[src/rtl/if_fetch_unit.sv]
// Fetch stage: owns the PC, issues one word-aligned request at a time,
// and holds the returned instruction until decode consumes it.
module if_fetch_unit #(
    parameter logic [31:0] RESET_PC     = 32'h0000_0000,
    parameter logic [31:0] BUBBLE_INSTR = 32'h0000_0000
) (
    input  logic        clk,
    input  logic        rst,
    input  logic        StallF,
    input  logic        PCSrcE,
    input  logic [31:0] PCTargetE,
    output logic        imem_req,
    output logic [31:0] imem_addr,
    input  logic        imem_gnt,
    input  logic        imem_rvalid,
    input  logic [31:0] imem_rdata,
    output logic [31:0] IMemory_out,
    output logic [31:0] PCF,
    output logic [31:0] PCPlus4F,
    output logic        InstrValidF,
    output logic        FetchBusyF
);

    typedef enum logic [1:0] {
        IDLE,
        WAIT,
        DROP,
        VALID
    } state_t;

    state_t      state;
    logic [31:0] hold;
    logic [31:0] target;
    logic        consume;

    assign target   = {PCTargetE[31:2], 2'b00};
    assign PCPlus4F = PCF + 32'd4;

    // Consuming in VALID issues the next fetch in the same cycle.
    assign consume   = (state == VALID) && !PCSrcE && !StallF;
    assign imem_req  = (state == IDLE) || consume;
    assign imem_addr = consume ? PCPlus4F : PCF;

    assign InstrValidF = (state == VALID);
    assign FetchBusyF  = (state != VALID);
    assign IMemory_out = (state == VALID) ? hold : BUBBLE_INSTR;

    always_ff @(posedge clk or posedge rst) begin
        if (rst) begin
            state <= IDLE;
            PCF   <= RESET_PC;
            hold  <= '0;
        end else begin
            unique case (state)
                IDLE: begin
                    if (PCSrcE)
                        PCF <= target;
                    if (imem_gnt)
                        state <= PCSrcE ? DROP : WAIT;
                end
                WAIT: begin
                    if (PCSrcE)
                        PCF <= target;
                    if (imem_rvalid) begin
                        if (PCSrcE) begin
                            state <= IDLE;
                        end else begin
                            state <= VALID;
                            hold  <= imem_rdata;
                        end
                    end else if (PCSrcE) begin
                        state <= DROP;
                    end
                end
                DROP: begin
                    if (PCSrcE)
                        PCF <= target;
                    if (imem_rvalid)
                        state <= IDLE;
                end
                VALID: begin
                    if (PCSrcE) begin
                        PCF   <= target;
                        state <= IDLE;
                    end else if (!StallF) begin
                        PCF   <= PCPlus4F;
                        state <= imem_gnt ? WAIT : IDLE;
                    end
                end
                default: state <= IDLE;
            endcase
        end
    end

endmodule

[config.mk]
export PLATFORM = sky130hd
export DESIGN_NAME = if_fetch_unit
export DESIGN_NICKNAME = d
export VERILOG_FILES = /design/src/rtl/if_fetch_unit.sv
export SDC_FILE = /design/constraint.sdc
export NUM_CORES = 1
export LEC_CHECK = 0
export CORE_MARGIN = 2
export CORE_UTILIZATION = 38
export CTS_BUF_LIST = sky130_fd_sc_hd__clkbuf_16
export DETAILED_ROUTE_END_ITERATION = 6
export PLACE_DENSITY = 0.8
export RECOVER_POWER = 50
export SLEW_MARGIN = 25
export SYNTH_ARGS = -nofsm -noshare
export SYNTH_HDL_FRONTEND = slang
export SYNTH_SLANG_ARGS = --single-unit
[constraint.sdc]
create_clock -name clk -period 1.86 [get_ports clk]
set_input_delay 0.186 -clock clk [delete_from_list [all_inputs] [get_ports clk]]
set_output_delay 0.186 -clock clk [all_outputs]
set_load 0.01 [all_outputs]
After elaboration in Yosys (flattened, before gate mapping)
Index checks and enable logic that the tools add are counted.
{"block": "totals", "regBits": 66, "latchBits": 0, "mem_bits_rw": 0, "mem_bits_ro": 0, "in_bits": 70, "output_inout_bits": 131, "word_cells": 40, "memories": 0}
{"block": "op_classes", "n_addsub": 1, "multipliers": 0, "n_div": 0, "order_cmp": 0, "eq_ne": 9, "n_shift": 0, "mux": 16, "bitwise": 1, "reduce_logical": 10}
{"op": "32-bit two-way mux", "n": 5}
{"op": "32-bit one-hot mux with 2 select lines", "n": 1}
{"op": "32-bit by 3-bit adder with 32-bit output, second input constant", "n": 1}
{"op": "2-bit two-way mux", "n": 8}
{"op": "2-bit one-hot mux with 4 select lines", "n": 1}
{"op": "2-bit != test, second input constant", "n": 3}
{"op": "3-bit != test, second input constant", "n": 2}
{"op": "2-bit == test, second input constant", "n": 2}
{"op": "4-bit AND reduction", "n": 1}
{"op": "3-bit AND reduction", "n": 1}
{"op": "3-bit OR reduction", "n": 1}
{"op": "2-bit by 1-bit == test with 1-bit output, second input constant", "n": 1}
{"op": "1-bit logical AND", "n": 2}
{"op": "1-bit logical NOT", "n": 2}
{"op": "2-bit logical NOT", "n": 1}
{"op": "2-bit by 1-bit != test with 1-bit output, second input constant", "n": 1}
{"op": "2-bit AND reduction", "n": 1}
{"op": "1-bit logical OR", "n": 1}
{"op": "1-bit two-way mux", "n": 1}
{"op": "1-bit inverter", "n": 1}

Depth between registers and ports, before layout
Gate-level depths: netlist of run 1.
{"block": "depth", "ltp_word": 4, "mapped_depth": 7, "mapped_depth_nobuf": 6}

Least setup slack after synthesis of run 1
OpenSTA, ideal clock, no wires.
{"block": "synth_timing", "path_kind": "reg2out", "from": "reg PCF[3]", "to": "out imem_addr[24]", "arrival_time_ps": 1859, "required_time_ps": 1674, "slack_ps": -185, "stages_incl_launch_ff": 7, "n_path_buf": 0, "cell_sequence": "dfrtp_1 -> ha_1 -> and3_1 -> nand4_1 -> nor3_2 -> nand3_1 -> xnor2_1"}
{"block": "synth_via", "elab_chain_cells": 2}
{"item": "from (decl)", "line_no": "18", "source": "output logic [31:0] PCF,"}
{"item": "from (signal assigned)", "line_no": "57", "source": "PCF <= target;"}
{"item": "from (signal assigned)", "line_no": "63", "source": "PCF <= target;"}
{"item": "from (signal assigned)", "line_no": "77", "source": "PCF <= target;"}
{"item": "32-bit by 3-bit adder with 32-bit output", "line_no": "37", "source": "assign PCPlus4F = PCF + 32'd4;"}
{"item": "32-bit two-way mux", "line_no": "42", "source": "assign imem_addr = consume ? PCPlus4F : PCF;"}
{"item": "to (decl)", "line_no": "13", "source": "output logic [31:0] imem_addr,"}
No other way between the ends.

Worst setup path after layout of run 1
{"block": "layout_timing", "from": "reg PCF[14]", "to": "out imem_addr[29]"}
Same word-level chain as after synthesis.

==> results.md, run 1 <==
* Crit-path max FO at 8
* Initial Utilization at 39.16%
* Antenna violations before repair at 0
* Reg2reg path depth at 10
* Fin worst setup slack at -0.4478 ns
* Avg WL per Cell at 19.81 um
* Vias/cell at 5.361
* Synthesized area per cell at 8.979 um^2
* Root Driver: clkbuf_16
* Most common cell in the synthesized netlist: dfrtp_1
* Die H at 110.2 um
* CP bufs+invs at 2
* Area of the multi-input gates at 3204 um^2
* Cell variety after synth at 44
* CTS Hold Bufs at 0
* Core Util, Final at 74.90%
* Detailed Route WL at 18500 um
* Grt ovf at 0
* Drt drc at 0
* Share of the synthesized area in the top cell type at 37.39%
* Crit path largest cell delay at 0.42 ns
* Largest net degree at the start of global routing at 65
* Inserted Diodes at 0
* First-pass GRT wire length at 26220 um
* Clock Latency Late Sink at 0.33 ns
* Core area at 10940 um^2
* Cells along the critical path: nand4_1 > nor4_4 > buf_4 > and2_4 > nand3_2 > xnor2_2 > buf_2
* FILL cells at 743
* Layout cells sized above 1 at 48.99%
* Cts bufs inserted at 9
* CP max-delay cell: dfrtp_1
* Yosys top cell by area: dfrtp_1
* Critical Path Sink Type: output pin
* Main synth FF type: dfrtp_1
* DIE AREA at 12140 um^2
* Levels on crit path at 7
* Ys Warns at 0
* Startpoint Class: flop
* Post-synthesis sequential element count at 64
* Synth area leaders: dfrtp_1 37%, xnor2_1 9.2%, mux2_2 8.2%
* DRT antenna net count at 0
* Vias in the first global route at 5224
* GRT Util Overall at 28.27%
* Period utilisation layout at 124.1%
* Synth cell count leaders: 64 x dfrtp_1, 62 x nand2_1, 45 x xnor2_1
* DP HPWL at 10960 um
* Kind of critical path: flop to output pin
* Met3 Resource Use GR at 8.289%
* Row count at 38
* CTS clk-pin slew, worst paths at 0.06 ns
* Top Ports at 201
* DRT iter0 DRCs at 275
* Tightest Hold Check Type: input pin to flop
* Die X at 110.2 um
* IO buf count at 192
* Failing checks: negative setup slack
* Most Crowded Layer GR: met2
* RSZ-0062 raised after global routing: true
* Hold WS at 0.3945 ns
* Met1 Use GR at 29.94%
* CTS tree: done
* Delay-heaviest family, CP: simple AND/OR/NAND/NOR gates
* Post-synth EDFFs at 0
* Layout Nets at 861
* VDD IR-drop max at 0.0005500 V
* MaxCap Viol Count at 0
* CP arrival at 2.12 ns
* Area added between synthesis and finish at 91.24%
* CTS Sinks at 64
* H-tree depth at 3
* Final setup vio count at 68
* Cells after Synth at 477
* Register area at 1608 um^2
* Final min period at 2.308 ns
* DR vias at 5007
* Rel. slew slack at 38.38%
* Asr flop ratio synth at 100.0%
* Netlist Area Pre-Place at 4283 um^2
* Hold Path Depth at 3
* Status: complete, but fails checks
* Count of final hold-check violations at 0
* Req. time, crit path at 1.67 ns
* Slew @ Worst Pin at 0.9244 ns
* Buffers from clock root to sink, at most at 2
* Power density over the cells at 764.3 nW/um^2
* Fin. max-slew vios at 0
* M2 GR Usage at 50.31%
* RePlAce Congestion at 0.8623
* Setup Skew at 0.007023 ns
* Sequential fraction of the synthesis area at 37.39%
* FMAX at 433.3 MHz
* Drt first pass iters at 7
* LEAKAGE at 4.047 nW
worst register-to-register path: stages (launching register included):
cell     delay [ns]
dfrtp_1        0.42
nand4_1        0.26
buf_4          0.25
nor2_4         0.17
nand3_4        0.11
buf_6          0.14
buf_6          0.10
buf_6          0.10
buf_6          0.10
xor2_2         0.15
o21ai_2        0.17
cell families (layout without fill, tap and decap cells):
group                      after synthesis  after routing  synth area share [%]
AOI/OAI and AO/OA                       38             38                 4.733
and+or+nand+nor                        200            200                 25.01
xor gates and xnor gates                83             83                 17.15
adders and majority gates                1              1                0.2921
other                                    1              6               0.08756
buffers and inverters                   56            368                 6.456
muxes                                   34             34                 8.881
DFF                                     64             64                 37.39
report_power, final:
group / switching [mW] / leakage (nW) / internal, mW
registers: 0.265 / 0.779 / 1.83
logic: 1.14 / 3.12 / 1.38
clock network: 0.637 / 0.146 / 1.02
layer usage:
metal  share of wire (%)  vias to the layer above
met2                  52                      295
li1                    -                     2226
met3                 8.8                       81
met4                 5.3                        0
met5                   0                        -
met1                  34                     2405
state kept, by name (all words and copies together) (netlist names):
name and count:
state 2, PCF 30, hold 32
stage by stage:
stage | std cells | instance area [um^2] | power, mW | TNS (ns) | worst slack, ns
after floorplan | 482 | 4375 | 3.142 | -0.09951 | -0.03832
after detailed placement | 870 | 7051 | 4.308 | -19.59 | -0.5331
after global routing | 934 | 8190 | 6.590 | -20.67 | -0.4953
after global placement | 870 | 7051 | 4.208 | -17.41 | -0.4716
after CTS | 922 | 7764 | 6.123 | -9.635 | -0.3258
final | 934 | 8190 | 6.260 | -15.40 | -0.4478
repair_timing:
| item | CTS | global route |
|---|---|---|
| setup endpoints to repair | 94 | 76 |
| pin swaps | 52 | 57 |
| gates resized for setup | 362 | 137 |
| buffers inserted | 37 | 22 |
| gates cloned | 2 | 0 |
placed cells by master (no fill, tap or decap), types with 11 or more instances in the layout:
cell type        synthesis  layout
mux2_2                  31      31
dlygate4sd2_1            0      20
dfrtp_1                 64      59
nand2_1                 62      44
clkbuf_2                 0      19
o21ai_0                 27      18
clkdlybuf4s50_1          0      93
buf_6                    1      38
xnor2_2                  1      27
xnor2_1                 45      18
and3_1                  36      35
nor2_4                   0      13
buf_2                   20      55
xor2_1                  37      34
buf_4                    9     106
nand2_4                  0      12
nand4_1                 16      16
nand3_4                  1      11
layout make-up:
class / instances / share of cell area [%]
clock inverter: 6 / 0.6569
tap: 140 / 2.139
clock buffer: 9 / 2.750
multi-input combinational: 362 / 39.12
timing repair buffer: 346 / 35.33
inverter: 7 / 0.3666
sequential: 64 / 19.63
final timing paths:
path	slack [ns]	endpoint	start
hold reg to reg	0.48	hold[12]	hold[12]
min in group asynchronous	0.67	PCF[4]	rst
setup / recovery	-0.45	imem_addr[29]	PCF[14]
max in group asynchronous	0.57	state[0]	rst
setup reg to reg	-0.20	PCF[21]	PCF[14]
hold / removal	0.39	state[1]	StallF
No activity file was read; power rests on OpenSTA's default activity.
==> run 2, diff against run 1 <==
--- a/config.mk
+++ b/config.mk
@@ -5,6 +5,7 @@
 export SDC_FILE = /design/constraint.sdc
 export NUM_CORES = 1
 export LEC_CHECK = 0
+export CAP_MARGIN = 25
 export CORE_MARGIN = 2
 export CORE_UTILIZATION = 38
 export CTS_BUF_LIST = sky130_fd_sc_hd__clkbuf_16
==> results of run 2 <==
No change in the layout: final DEF, timing and power equal those of run 1.
